### config.mk
export PLATFORM = sky130hd
export DESIGN_NAME = spd_info_frame_receiver
export DESIGN_NICKNAME = d
export VERILOG_FILES = /design/src/rtl/spd_info_frame_receiver.sv
export SDC_FILE = /design/constraint.sdc
export NUM_CORES = 1
export LEC_CHECK = 0
export CAP_MARGIN = 40
export CORE_ASPECT_RATIO = 0.7
export CORE_MARGIN = 10
export CORE_UTILIZATION = 54
export CTS_CLUSTER_SIZE = 28
export DETAILED_ROUTE_END_ITERATION = 8
export GPL_ROUTABILITY_DRIVEN = 0
export HOLD_SLACK_MARGIN = 0.08
export PLACE_DENSITY = 0.79
export SYNTH_ARGS = -nofsm -noshare
export SYNTH_HDL_FRONTEND = slang
export SYNTH_SLANG_ARGS = --single-unit
### constraint.sdc
create_clock -name clk_pixel -period 3.25 [get_ports clk_pixel]
set_input_delay 0.4875 -clock clk_pixel [delete_from_list [all_inputs] [get_ports clk_pixel]]
set_output_delay 0.4875 -clock clk_pixel [all_outputs]
set_load 0.01 [all_outputs]
### src/rtl/spd_info_frame_receiver.sv
// SPD InfoFrame receive parser: validates header and checksum, then publishes vendor/product/SDI fields.
// Optional feature macro: SPD_NUL_TO_ASCII0_EN (publish NUL bytes of PB1..PB24 as ASCII '0').
module spd_info_frame_receiver #(
    parameter bit PB25_IN_CHECKSUM = 1'b1
) (
    input  logic         clk_pixel,
    input  logic         reset,
    input  logic         in_valid,
    input  logic         in_sop,
    input  logic [7:0]   in_byte,
    output logic [63:0]  vendor_name,
    output logic [127:0] product_description,
    output logic [7:0]   source_device_information,
    output logic         info_valid,
    output logic         update,
    output logic         checksum_error
);

    typedef enum logic [1:0] {
        ST_IDLE    = 2'd0,
        ST_HEADER  = 2'd1,
        ST_BODY    = 2'd2,
        ST_DISCARD = 2'd3
    } state_t;

    localparam logic [7:0] HB0_SPD  = 8'h83;
    localparam logic [7:0] HB1_VER  = 8'h01;
    localparam logic [7:0] HB2_LEN  = 8'h19;
    localparam logic [4:0] IDX_LAST = 5'd30;

    function automatic logic [7:0] publish_byte(input logic [7:0] b);
`ifdef SPD_NUL_TO_ASCII0_EN
        publish_byte = (b == 8'h00) ? 8'h30 : b;
`else
        publish_byte = b;
`endif
    endfunction

    state_t     state_r, state_n_s;
    logic [4:0] idx_r, idx_n_s;
    logic [7:0] sum_r, sum_n_s;
    logic       hdr_bad_r, hdr_bad_n_s;
    logic       wr_en_s, good_s, bad_s;
    logic [4:0] pb_s;
    logic [7:0] shadow_r [25];

    // idx holds the stream position of the byte being accepted; PBn sits at position n+3
    assign pb_s = idx_r - 5'd3;

    // Next-state, running checksum and end-of-packet verdict
    always_comb begin
        state_n_s   = state_r;
        idx_n_s     = idx_r;
        sum_n_s     = sum_r;
        hdr_bad_n_s = hdr_bad_r;
        wr_en_s     = 1'b0;
        good_s      = 1'b0;
        bad_s       = 1'b0;
        if (in_valid && in_sop) begin
            state_n_s   = ST_HEADER;
            idx_n_s     = 5'd1;
            sum_n_s     = in_byte;
            hdr_bad_n_s = (in_byte != HB0_SPD);
        end else if (in_valid) begin
            case (state_r)
                ST_IDLE: begin
                    state_n_s = ST_IDLE;
                end
                ST_HEADER: begin
                    idx_n_s = idx_r + 5'd1;
                    sum_n_s = sum_r + in_byte;
                    if (idx_r == 5'd1) begin
                        hdr_bad_n_s = hdr_bad_r | (in_byte != HB1_VER);
                    end else if (hdr_bad_r || (in_byte != HB2_LEN)) begin
                        state_n_s = ST_DISCARD;
                    end else begin
                        state_n_s = ST_BODY;
                    end
                end
                ST_BODY: begin
                    idx_n_s = idx_r + 5'd1;
                    if (pb_s <= 5'd24) begin
                        sum_n_s = sum_r + in_byte;
                    end else if ((pb_s == 5'd25) && PB25_IN_CHECKSUM) begin
                        sum_n_s = sum_r + in_byte;
                    end else begin
                        sum_n_s = sum_r;
                    end
                    wr_en_s = (pb_s >= 5'd1) && (pb_s <= 5'd25);
                    if (idx_r == IDX_LAST) begin
                        state_n_s = ST_IDLE;
                        idx_n_s   = 5'd0;
                        if (sum_r == 8'h00) begin
                            good_s = 1'b1;
                        end else begin
                            bad_s = 1'b1;
                        end
                    end else begin
                        state_n_s = ST_BODY;
                    end
                end
                ST_DISCARD: begin
                    state_n_s = ST_DISCARD;
                end
                default: begin
                    state_n_s = ST_IDLE;
                end
            endcase
        end else begin
            state_n_s = state_r;
        end
    end

    // Parser state registers
    always_ff @(posedge clk_pixel) begin
        if (reset) begin
            state_r   <= ST_IDLE;
            idx_r     <= 5'd0;
            sum_r     <= 8'h00;
            hdr_bad_r <= 1'b0;
        end else begin
            state_r   <= state_n_s;
            idx_r     <= idx_n_s;
            sum_r     <= sum_n_s;
            hdr_bad_r <= hdr_bad_n_s;
        end
    end

    // Shadow buffer for PB1..PB25 of the packet in flight
    always_ff @(posedge clk_pixel) begin
        if (reset) begin
            for (int k = 0; k < 25; k++) begin
                shadow_r[k] <= 8'h00;
            end
        end else begin
            for (int k = 0; k < 25; k++) begin
                if (wr_en_s && (pb_s == 5'(k + 1))) begin
                    shadow_r[k] <= in_byte;
                end
            end
        end
    end

    // Published outputs: loaded as a whole only when a packet passes its checksum
    always_ff @(posedge clk_pixel) begin
        if (reset) begin
            vendor_name               <= 64'h0;
            product_description       <= 128'h0;
            source_device_information <= 8'h00;
            info_valid                <= 1'b0;
            update                    <= 1'b0;
            checksum_error            <= 1'b0;
        end else begin
            update         <= good_s;
            checksum_error <= bad_s;
            if (good_s) begin
                for (int k = 0; k < 8; k++) begin
                    vendor_name[63 - 8*k -: 8] <= publish_byte(shadow_r[k]);
                end
                for (int k = 0; k < 16; k++) begin
                    product_description[127 - 8*k -: 8] <= publish_byte(shadow_r[8 + k]);
                end
                source_device_information <= shadow_r[24];
                info_valid                <= 1'b1;
            end
        end
    end

endmodule
=== After elaboration in Yosys (flattened, before gate mapping) ===
Memories as Yosys holds them, arrays and structs flattened. A register that Yosys moved wholly into a read port is not among the register bits.
Index checks and enable logic that the tools add are counted.

* Add/subtract/negate cells: 3
* Order comparisons: 3
* Eq/ne operators: 36
* Mux-type cells: 130
* Bitwise logic cells: 29
* Reductions and logical operators: 43

{| class="wikitable"
|+ Operators by type and width
! kind !! number
|-
| $mux W8 || 29
|-
| $mux W1 || 95
|-
| $eq A5 B5 Y1 const B || 11
|-
| $eq A5 B4 Y1 const B || 8
|-
| $logic_and A1 B1 Y1 || 27
|-
| $or A1 B1 Y1 || 26
|-
| $eq A5 B3 Y1 const B || 4
|-
| $pmux W8 S2 || 1
|-
| $eq A5 B1 Y1 const B || 2
|-
| $eq A5 B2 Y1 const B || 2
|-
| $le A5 B5 Y1 const B || 2
|-
| $pmux W5 S2 || 1
|-
| $add A8 B8 Y8 || 1
|-
| $logic_not A8 Y1 || 1
|-
| $ne A8 B1 Y1 const B || 1
|-
| $ne A8 B5 Y1 const B || 1
|-
| $ne A8 B8 Y1 const B || 1
|-
| $pmux W2 S4 || 1
|-
| $reduce_and A2 Y1 || 4
|-
| $reduce_bool A2 Y1 || 4
|-
| $reduce_and A3 Y1 || 2
|-
| $add A5 B1 Y5 const B || 1
|-
| $ge A5 B1 Y1 const B || 1
|-
| $mux W5 || 1
|-
| other kinds (13) || 17
|}

* Bits in registers: 19
* Bits in writable memories: 200
* Bits of input ports: 12
* Output and inout bits: 203
* Memories: 1

{| class="wikitable"
|+ Memory list
! memory !! depth !! width !! read ports !! clocked after memory_dff !! write ports !! line !! RTL
|-
| shadow_r || 25 || 8 || 25 || 25 || 25 || 45 || <nowiki>logic [7:0] shadow_r [25];</nowiki>
|}

=== Logic depth before layout (Yosys ltp) ===
* Word-level depth: 11
* Mapped depth: 9
* Gate-level depth less buffers: 9

=== Least setup slack after synthesis ===
OpenSTA, ideal clock, no wires.

* Path kind: reg2reg
* Start point: register idx_r[0]
* End point: memory shadow_r[3][0] (netlist: shadow_r[0][24]), enable pin
* Library setup time: 375 ps
* Arrival: 2023 ps
* Required time: 2875 ps
* Path slack: 852 ps
* Cell stages (with the launch flop): 7
* Path buffers: 0
* Clock period less this slack: 2398 ps
* Cells stage by stage: dfxtp_1 -> ha_1 -> nor3_1 -> xor2_1 -> nor2_1 -> nand2_1 -> o21bai_1

{| class="wikitable"
|+ RTL lines
! element !! line !! RTL
|-
| start: declaration || 40 || <nowiki>logic [4:0] idx_r, idx_n_s;</nowiki>
|-
| start signal: assignment || 123 || <nowiki>idx_r <= idx_n_s;</nowiki>
|-
| end: declaration || 45 ||
|}

==> impl_metrics.csv <==
group,metric,value,unit
global_route,grt_pass1_vias,11060,
sta,tightestPinTransition,779.4,ps
floorplanning,core,28140,um2
synth,syn_area_per_cell,10.23,um2
sta,hold_viol,0,
synth,synth_ff_type,"dfxtp_1",
critical_path,critPathKind,"reg2reg",
final_layout,drive_above_1_share,5.788,%
power_and_ir_drop,power.leakage,0.006477,uW
placement,dp_hpwl,28390,um
sta,maxSlewHeadroom,48.04,%
synth,synth_edf_count,200,
sta,max_freq,379.5,MHz
critical_path,r2r_start,"idx_r[0]$_SDFFE_PP0P_",
floorplanning,die_h,162.1,um
global_route,grt_pass1_wl,63940,um
clocking,path_clk_slew,70,ps
sta,slew_viol_final,0,
hold_path,hp-class,"in2reg",
routing,wirelength,41700,um
synth,synthArstFlopShare,0,%
power_and_ir_drop,vdd_drop_max,437.4,uV
clocking,root_buffer,"clkbuf_16",
power_and_ir_drop,p_per_area,552.4,nW/um2
run,maxCapViolations,0,
critical_path,critPathMaxFanout,11,
synth,ys_seq_area_share,66.71,%
routing,avgViaCountPerCell,5.535,
sta,fin_crit_sh,81.08,%
critical_path,cp.required,3440,ps
synth,ys_top_cells_by_area,"edfxtp_1 39%, dfxtp_1 28%, nand2_1 11%",
global_route,grt_max_degree,141,
synth,netlist_instances,1522,
clocking,cts_buffers,38,
floorplanning,rows,51,
critical_path,critPathCaptureType,"flop",
synth,netlist.area_leader.share,38.56,%
synth,ys_seq_elements,419,
critical_path,rr_worst_depth,6,
critical_path,r2r-end,"shadow_r[0][124]$_SDFFCE_PN0P_",
global_route,antenna_found_initial,1,
clocking,cts_tree,"built",
routing,wl_per_cell,19.70,um
synth,ys_types,58,
final_layout,nets,1744,
critical_path,start_kind,"flop",
floorplanning,die_x,223.0,um
critical_path,r2r_setup_slack,620,ps
power_and_ir_drop,fin_total_pwr,10650,uW
clocking,ctsHoldBuffers,0,
routing,num_vias,11720,
clocking,htree_levels,2,
synth,synth_nets,1551,
status,status,"finished, final reports clean",
critical_path,critPathLaunch,"idx_r[0]$_SDFFE_PP0P_",
routing,drc_errors,0,
final_layout,final_util,68.51,%
synth,yosys_warnings,0,
synth,syn_area,15570,um2
clocking,clkSinkCount,419,
routing,ant_nets,0,
clocking,post_cts_buffers,0,
sta,fin_skew,19.29,ps
floorplanning,initial_core_util,55.34,%
final_layout,area_growth,23.80,%
sta,finalSetupViolCount,0,
sta,grt_setup_unrepaired,"false",
floorplanning,die_area,36140,um2
clocking,clk_latency,540,ps
clocking,cts.repair.resized,0,
global_route,track_usage,22.10,%
placement,port_buffers,214,
synth,yosysTopAreaCell,"edfxtp_1",
routing,dr.pass1.iters,5,
critical_path,arrival,2830,ps
floorplanning,ios,215,
global_route,gr-total-overflow,0,
clocking,cts_buffer_depth,3,
routing,drtIter0Drc,1303,
critical_path,endpoint,"shadow_r[0][124]$_SDFFCE_PN0P_",
sta,fin_tns_setup,0,ps
sta,period_minus_slack,2635,ps
## layout make-up
type	instances	area, um2
diodes	1	2.502
repair buffers	245	2446
flip-flops and latches	419	10390
multi-input cells	989	4628
clock buffers	53	1069
fillers	2048	8861
inverters	22	82.58
clock inverters	17	197.7
well taps	371	464.2
## kinds of logic after synthesis
| kind of cell | after synthesis | synth area share (%) |
|---|---|---|
| muxes | 1 | 0.06428 |
| buffers and inverters | 114 | 3.631 |
| and+or+nand+nor | 688 | 17.76 |
| adders and majority gates | 17 | 1.414 |
| xor gates and xnor gates | 8 | 0.4499 |
| DFF | 419 | 66.71 |
| AOI/OAI and AO/OA | 275 | 9.962 |
## worst min-delay path by stage
stage          depth (start not counted)                                         to                                       from  slack [ps]
2_1_floorplan                          2                      sum_r[1]$_SDFFE_PP0P_                      sum_r[1]$_SDFFE_PP0P_         460
5_1_grt                                2               vendor_name[16]$_SDFFE_PP0P_                                      reset         320
6_report                               2                     hdr_bad_r$_SDFFE_PP0P_                                      reset         310
3_3_place_gp                           2       product_description[69]$_SDFFE_PP0P_       product_description[69]$_SDFFE_PP0P_         440
4_1_cts                                2                     hdr_bad_r$_SDFFE_PP0P_                                      reset         290
3_5_place_dp                           2  source_device_information[1]$_SDFFE_PP0P_  source_device_information[1]$_SDFFE_PP0P_         450
## synth_stat cells, types with 2 or more instances
| master | instances |
|---|---|
| nand2_1 | 451 |
| dfxtp_1 | 219 |
| a21oi_1 | 212 |
| edfxtp_1 | 200 |
| nor2_1 | 170 |
| clkbuf_1 | 44 |
| buf_2 | 37 |
| inv_1 | 22 |
| nand2b_1 | 17 |
| ha_1 | 16 |
| a21o_1 | 15 |
| nand3_1 | 12 |
| buf_6 | 10 |
| o21ai_0 | 8 |
| o21bai_1 | 8 |
| nor2b_1 | 6 |
| a31oi_1 | 5 |
| nor3_1 | 5 |
| xnor2_1 | 5 |
| a31o_2 | 3 |
| and2_1 | 3 |
| nand4_1 | 3 |
| nor4_1 | 3 |
| nor4b_1 | 3 |
| xor2_1 | 3 |
| a211o_1 | 2 |
| a211oi_1 | 2 |
| a21boi_0 | 2 |
| a311oi_1 | 2 |
| a311oi_2 | 2 |
| a41oi_1 | 2 |
| and3b_1 | 2 |
| nor2_2 | 2 |
| or4b_1 | 2 |
## registers in the layout, indices dropped and copies added, names as in the netlist, 2 cells and up
signal / flops
state_r: 2
source_device_information: 8
idx_r: 5
sum_r: 8
shadow_r: 200
vendor_name: 64
product_description: 128
## critical path, stage by stage (launching register included)
cell	delay, ps
dfxtp_1	570
ha_1	360
nand2b_1	130
o2bb2ai_1	350
and2b_1	250
nand2_1	240
nand2b_1	400
## report_power, final
part           switching [uW]  leakage [uW]  internal [uW]  total [uW]
registers                55.0       0.00380           5650        5700
clock network            1920      0.000621           2630        4550
logic                     278       0.00205            117         395
## placed cells by master (no fill, tap or decap), types with 10 or more instances in the layout
master,synthesis,routed
nand2_1,451,451
clkbuf_16,0,39
edfxtp_1,200,200
inv_1,22,22
buf_4,0,26
clkbuf_1,44,10
nor2_1,170,170
nand3_1,12,12
a21oi_1,212,212
nand2b_1,17,17
a21o_1,15,15
ha_1,16,16
dfxtp_1,219,219
clkdlybuf4s50_1,0,213
## stage by stage
stage               cells  worst slack (ps)  hold slack (ps)  area (um2)
CTS                  2116             655.7            293.9       19280
finish               2117             615.0            307.3       19280
detailed placement   2046             451.7            447.0       18010
global route         2117             445.1            321.3       19280
global placement     2045             479.8            442.1       17980
floorplan            1522             852.3            461.1       15570
## routing by layer
layer | GRT usage (%) | wire [um] | up-vias | part of all wire [%]
li1 | - | - | 5493 | -
met1 | 31.46 | 18020 | 5614 | 43
met2 | 32.84 | 18600 | 545 | 45
met3 | 5.631 | 4200 | 66 | 10
met4 | 5.881 | 884 | 0 | 2.1
met5 | 0 | 0 | - | 0
Note: power is estimated with default switching activity, not from simulation.
